<file path="src/rtl/div_ctrl.sv">
// div_ctrl: EX-stage sequencer for the iterative RV32M divider.
// Launches DIV/DIVU/REM/REMU, holds start for the whole operation, stalls the
// pipeline until the divider reports ready, and forwards the result to the
// register-file write port. A flush during RUN aborts the divider cleanly.
module div_ctrl #(
    parameter int unsigned DATA_W = 32,
    parameter int unsigned ADDR_W = 5
) (
    input  logic              clk,
    input  logic              rst,
    input  logic              ex_valid_i,
    input  logic              ex_is_div_i,
    input  logic [2:0]        ex_funct3_i,
    input  logic [DATA_W-1:0] ex_rs1_i,
    input  logic [DATA_W-1:0] ex_rs2_i,
    input  logic [ADDR_W-1:0] ex_rd_i,
    input  logic              flush_i,
    output logic              div_start_o,
    output logic [DATA_W-1:0] div_dividend_o,
    output logic [DATA_W-1:0] div_divisor_o,
    output logic [2:0]        div_op_o,
    output logic [ADDR_W-1:0] div_waddr_o,
    input  logic              div_ready_i,
    input  logic              div_busy_i,
    input  logic [DATA_W-1:0] div_res_i,
    input  logic [ADDR_W-1:0] div_waddr_i,
    output logic              stall_o,
    output logic              wb_we_o,
    output logic [ADDR_W-1:0] wb_waddr_o,
    output logic [DATA_W-1:0] wb_wdata_o
);

    typedef enum logic [1:0] {
        StIdle,
        StRun,
        StAbort
    } state_e;

    state_e            state_q;
    logic [2:0]        op_q;
    logic [DATA_W-1:0] a_q;
    logic [DATA_W-1:0] b_q;
    logic [ADDR_W-1:0] rd_q;
    logic              req;

    // A flushed instruction never counts as a request.
    assign req = ex_valid_i & ex_is_div_i & ~flush_i;

    // State machine and operand capture on the IDLE->RUN edge.
    always_ff @(posedge clk) begin
        if (rst) begin
            state_q <= StIdle;
            op_q    <= '0;
            a_q     <= '0;
            b_q     <= '0;
            rd_q    <= '0;
        end else begin
            unique case (state_q)
                StIdle: begin
                    if (req && !div_busy_i) begin
                        state_q <= StRun;
                        op_q    <= ex_funct3_i;
                        a_q     <= ex_rs1_i;
                        b_q     <= ex_rs2_i;
                        rd_q    <= ex_rd_i;
                    end
                end
                StRun: begin
                    // Ready wins over flush: the result is already committed.
                    if (div_ready_i) begin
                        state_q <= StIdle;
                    end else if (flush_i) begin
                        state_q <= StAbort;
                    end
                end
                StAbort: begin
                    if (!div_busy_i) begin
                        state_q <= StIdle;
                    end
                end
                default: state_q <= StIdle;
            endcase
        end
    end

    // Operand mux: live EX operands while idle so the divider can latch them at the
    // issue edge; registered copies afterwards.
    always_comb begin
        div_op_o       = op_q;
        div_dividend_o = a_q;
        div_divisor_o  = b_q;
        div_waddr_o    = rd_q;
        if (state_q == StIdle) begin
            div_op_o       = ex_funct3_i;
            div_dividend_o = ex_rs1_i;
            div_divisor_o  = ex_rs2_i;
            div_waddr_o    = ex_rd_i;
        end
    end

    // Start, stall and writeback control. Start must fall in the ready cycle or
    // the divider would relatch and restart on its way back to idle.
    always_comb begin
        div_start_o = 1'b0;
        stall_o     = 1'b0;
        wb_we_o     = 1'b0;
        unique case (state_q)
            StIdle: begin
                div_start_o = req & ~div_busy_i;
                stall_o     = req;
            end
            StRun: begin
                div_start_o = ~div_ready_i & ~flush_i;
                stall_o     = ~div_ready_i;
                wb_we_o     = div_ready_i & (div_waddr_i != '0);
            end
            StAbort: begin
                stall_o = 1'b1;
            end
            default: ;
        endcase
        wb_waddr_o = div_waddr_i;
        wb_wdata_o = div_res_i;
    end

endmodule

</file>
<file path="config.mk">
export PLATFORM = sky130hd
export DESIGN_NAME = div_ctrl
export DESIGN_NICKNAME = d
export VERILOG_FILES = /design/src/rtl/div_ctrl.sv
export SDC_FILE = /design/constraint.sdc
export NUM_CORES = 1
export LEC_CHECK = 0
export CORE_UTILIZATION = 44
export DETAILED_ROUTE_END_ITERATION = 16
export GPL_ROUTABILITY_DRIVEN = 0
export HOLD_SLACK_MARGIN = 0.1
export PLACE_DENSITY = 0.91
export SYNTH_ARGS = -nofsm -noshare
export SYNTH_HDL_FRONTEND = slang
export SYNTH_SLANG_ARGS = --single-unit
</file>
<file path="constraint.sdc">
create_clock -name clk -period 2.45 [get_ports clk]
set_clock_uncertainty 0.2 [all_clocks]
set_input_delay 0.245 -clock clk [delete_from_list [all_inputs] [get_ports clk]]
set_output_delay 0.245 -clock clk [all_outputs]
set_load 0.1 [all_outputs]
</file>
# ---- Yosys cells after proc, flatten, opt, wreduce, memory -nomap -nowiden
# Index checks and enable logic that the tools add are counted.
dict set report classes {
  eq_ne 5
  mux 12
  bitwise 8
  reduce_logical 6
}
# operator count
set op_table {}
lappend op_table {{two-way mux 32 bit} 2}
lappend op_table {{two-way mux 2 bit} 4}
lappend op_table {{case mux 2 bit (3 select lines)} 1}
lappend op_table {{bitwise AND 1 bit} 5}
lappend op_table {{two-way mux 5 bit} 1}
lappend op_table {{nonzero test 5 bit} 1}
lappend op_table {{inequality test 2 bit, second input constant} 2}
lappend op_table {{two-way mux 3 bit} 1}
lappend op_table {{inequality test 3 bit, second input constant} 1}
lappend op_table {{inverter 1 bit} 3}
lappend op_table {{case mux 1 bit (3 select lines)} 1}
lappend op_table {{AND reduction 3 bit} 1}
lappend op_table {{equality test 2 x 1 -> 1 bit, second input constant} 1}
lappend op_table {{equality test 2 bit, second input constant} 1}
lappend op_table {{zero test 2 bit} 1}
lappend op_table {{case mux 1 bit (2 select lines)} 1}
lappend op_table {{AND reduction 2 bit} 1}
lappend op_table {{logical AND 1 bit} 1}
lappend op_table {{zero test 1 bit} 1}
lappend op_table {{two-way mux 1 bit} 1}
dict set report totals {
  reg_bits 74
  wordCells 36
}

# ---- Longest topological paths before layout
dict set report depth {
  word_depth 5
  depth_mapped 5
  depth_no_buf 3
}

# ---- Least setup slack after synthesis
# OpenSTA, ideal clock, no wires.
dict set report synth_timing {
  path_kind {register to output}
  startpoint {reg state_q[1]}
  endpoint {out stall_o}
  arrival_ps 2149
  required_ps 2005
  path_slack_ps -144
  path_stages_with_launch 4
  n_path_buf 1
  path_cell_list {dfxtp_1 > nor2_2 > buf_4 > a21oi_1}
}
dict set report synth_via {
  elab_chain_cells 2
  elab_cells_between_ends 4
}
# element line
set synth_rtl {}
lappend synth_rtl {{start, declared} 39} ;# state_e state_q;
lappend synth_rtl {{start signal, assigned} 52} ;# state_q <= StIdle;
lappend synth_rtl {{start signal, assigned} 61} ;# state_q <= StRun;
lappend synth_rtl {{start signal, assigned} 71} ;# state_q <= StIdle;
lappend synth_rtl {{equality test 2 bit, or another cell as far along} 107} ;# unique case (state_q)
lappend synth_rtl {{case mux 1 bit (3 select lines) (*)} 107}
lappend synth_rtl {{end, declared} 27} ;# output logic stall_o,
# Every way passes the cells marked *; elsewhere a longest branch is shown, timed or not.

# ---- Final worst setup path
dict set report layout_timing {
  startpoint {reg state_q[1]}
  endpoint {out div_dividend_o[15]}
}
dict set report layout_via {
  elab_chain_cells 2
}
# element line
set layout_rtl {}
lappend layout_rtl {{zero test 2 bit} 93} ;# if (state_q == StIdle) begin
lappend layout_rtl {{two-way mux 32 bit} 93}
lappend layout_rtl {{end, declared} 19} ;# output logic [DATA_W-1:0] div_dividend_o,
# Every way passes these cells.

==> flow_metrics.tcl <==
set metrics [dict create \
    status "complete, no violations" \
    cts_hold_buf 0 \
    met1_length_microns 4150 \
    grt_pass1_vias 3690 \
    clock_sinks 74 \
    postRouteAntennaNets 0 \
    vias_per_cell 4.96 \
    synth_top_cell_by_area "sky130_fd_sc_hd__dfxtp_1" \
    final_min_period_over_clock_period 0.918 \
    port_buffers 163 \
    tritoncts.num_buffers 9 \
    final_max_slew_viol_count 0 \
    diodes 0 \
    clkTransAtPathRegs_ps 70 \
    postSynthNetCount 560 \
    grt_setup_unrepaired "false" \
    cts_resized 0 \
    syn_avg_cell_area_sq_um 10.1 \
    first_iter_violations 84 \
    finalHoldWorstSlack_ps 271 \
    required_time_of_the_worst_setup_path_ps 2010 \
    synth.distinct_cells 19 \
    grt_start_max_net_pins 147 \
    critPathSlowestCell "sky130_fd_sc_hd__mux2_2" \
    type_of_the_most_critical_hold_path "reg -> reg" \
    detailroute.via_count 3432 \
    row_count 36 \
    routed_length_on_met3_microns 624 \
    grt.overflow.total 0 \
    nets 671 \
    synthTopCellsByArea "sky130_fd_sc_hd__dfxtp_1 33%, sky130_fd_sc_hd__nand2b_1 20%, sky130_fd_sc_hd__mux2_2 18%, sky130_fd_sc_hd__mux2i_1 16%, sky130_fd_sc_hd__buf_4 7.5%" \
    cts_setup_buffers 0 \
    firstDrtPassIters 4 \
    met2_length_microns 5720 \
    drcViolationCount 0 \
    timing.max_slew.rel_slack 0.729 \
    maxCapViolations 0 \
    power.ir.vdd_worst_v 0.000391 \
    die_w_microns 103 \
    worst_pin_slew_ps 403 \
    period_minus_slack_ps 2250 \
    mapped_cells 444 \
    library_cell_used_as_clock_root_buffer "sky130_fd_sc_hd__clkbuf_8" \
    setup.worst_path.end_class "primary output" \
    cts-root-to-sink-buffers 2 \
    detailed_place_hpwl_microns 7910 \
    routed_wire_length_per_instance_microns 15.7 \
    fraction_of_post_synthesis_cell_area_in_the_top_cell_type_by_area 0.330 \
    io-pin-count 228 \
    die_y_microns 103 \
    cpPeakStageDelay_ps 410 \
    grt_first_pass_wirelength_microns 17400 \
    worstPathMaxFanout 24 \
    route.top_layer_used "met4" \
    final_hold_viol_count 0 \
    timing_worst_setup_path_type "reg -> out" \
    grt_use_total 0.212 \
    signed_area_change_from_the_synthesized_netlist_to_the_final_layout_pct 52.5 \
    power_leakage_nw 2.56 \
    clock_tree_from_tritoncts "done" \
    start_kind "flop" \
    worstPathCellList "nor2_4, buf_4, mux2_2, buf_12" \
    fmax_ghz 0.445 \
    setup_total_negative_slack_ps 0 \
    synth_warnings 0 \
    floorplan.die_area_sq_um 10600 \
    initial_core_util 0.457 \
    seq_area_frac_synth 0.330 \
    critPathArrivalTime_ps 1800 \
    worst_skew_pair.late_latency_ps 320 \
    htree_levels 3 \
    drive_above_1_share 0.318 \
    number_of_antenna_violations_at_the_first_check_in_global_routing 0 \
    synth_seq_cells 74 \
    core_area_sq_um 9820 \
    power_density_nw_per_um2 520 \
    synth_area_sq_um 4490 \
    setup_violations 0 \
    routed_wirelength_microns 10900 \
]
worst max-delay path: cells and delay by family (launching register included):
kind	cells	cell delay [ps]
buffers and inverters	2	500
flip-flops	1	390
multiplexers	1	410
AND/OR/NAND/NOR	1	160
synth_stat cells:
library cell,n
sky130_fd_sc_hd__a21oi_1,2
sky130_fd_sc_hd__buf_2,2
sky130_fd_sc_hd__buf_4,45
sky130_fd_sc_hd__buf_6,6
sky130_fd_sc_hd__clkbuf_1,15
sky130_fd_sc_hd__dfxtp_1,74
sky130_fd_sc_hd__mux2_2,72
sky130_fd_sc_hd__mux2i_1,72
sky130_fd_sc_hd__nand2b_1,144
sky130_fd_sc_hd__nand3b_1,3
sky130_fd_sc_hd__nor2_2,1
sky130_fd_sc_hd__nor2b_1,1
sky130_fd_sc_hd__nor3b_1,1
sky130_fd_sc_hd__nor4_2,1
sky130_fd_sc_hd__o21a_1,1
sky130_fd_sc_hd__o21ba_2,1
sky130_fd_sc_hd__o311a_1,1
sky130_fd_sc_hd__or2_2,1
sky130_fd_sc_hd__or3_1,1
final cells by class:
class                           count  area (sq um)
Clock inverter                      5          55.1
Multi-Input combinational cell    302          2550
Timing Repair Buffer              168          2450
Sequential cell                    74          1480
Clock buffer                       10           138
Tap cell                          133           166
Fill cell                         729          2970
worst paths after layout:
kind,startpoint,to,slack [ps],cells past startpoint
hold reg to reg,rd_q[3],rd_q[3],270,2
setup reg to reg,state_q[1],b_q[4],740,3
hold / removal,rd_q[3],rd_q[3],270,2
setup / recovery,state_q[1],div_dividend_o[15],200,4
routing by layer:
metal,vias to the layer above,track usage
li1,1657,-
met1,1617,0.219
met2,114,0.390
met3,44,0.0563
met4,0,0.111
met5,-,0
report_power, final:
| group | switching [W] | internal, W |
|---|---|---|
| Sequential | 0.0000143 | 0.00123 |
| Combinational | 0.000817 | 0.000556 |
| Clock | 0.000453 | 0.000490 |
sequential cells by signal, indices dropped and copies added (netlist names):
register,count
a_q,32
b_q,32
rd_q,5
op_q,3
state_q,2
cells in the final DEF, fill, tap and decap left out, drive strengths merged:
master	instances
bufinv	1
nor2	1
a21oi	2
clkbuf	10
nand2b	144
or2	1
nand3b	3
o311a	1
nor3b	1
clkdlybuf4s50	82
mux2i	72
dfxtp	74
o21ba	1
nor4	1
buf	86
mux2	72
clkinv	2
or3	1
nor2b	1
o21a	1
clkinvlp	2
cells by family after synthesis:
family | count (synthesis) | synth area share
AO/OA/AOI/OAI | 5 | 0.00836
buffers and inverters | 68 | 0.105
flip-flops | 74 | 0.330
multiplexers | 144 | 0.341
AND/OR/NAND/NOR | 153 | 0.216
metrics by stage:
stage	utilization	std cells	setup WS, ps	instance area (sq um)	total power (W)
final	0.697	692	200	6850	0.00356
after global routing	0.697	692	94.4	6850	0.00369
after CTS	0.697	692	171	6850	0.00359
after detailed placement	0.678	677	272	6660	0.00265
after global placement	0.678	677	363	6660	0.00263
after floorplan	-	444	423	4490	0.00235
No activity file was read; power rests on OpenSTA's default activity.
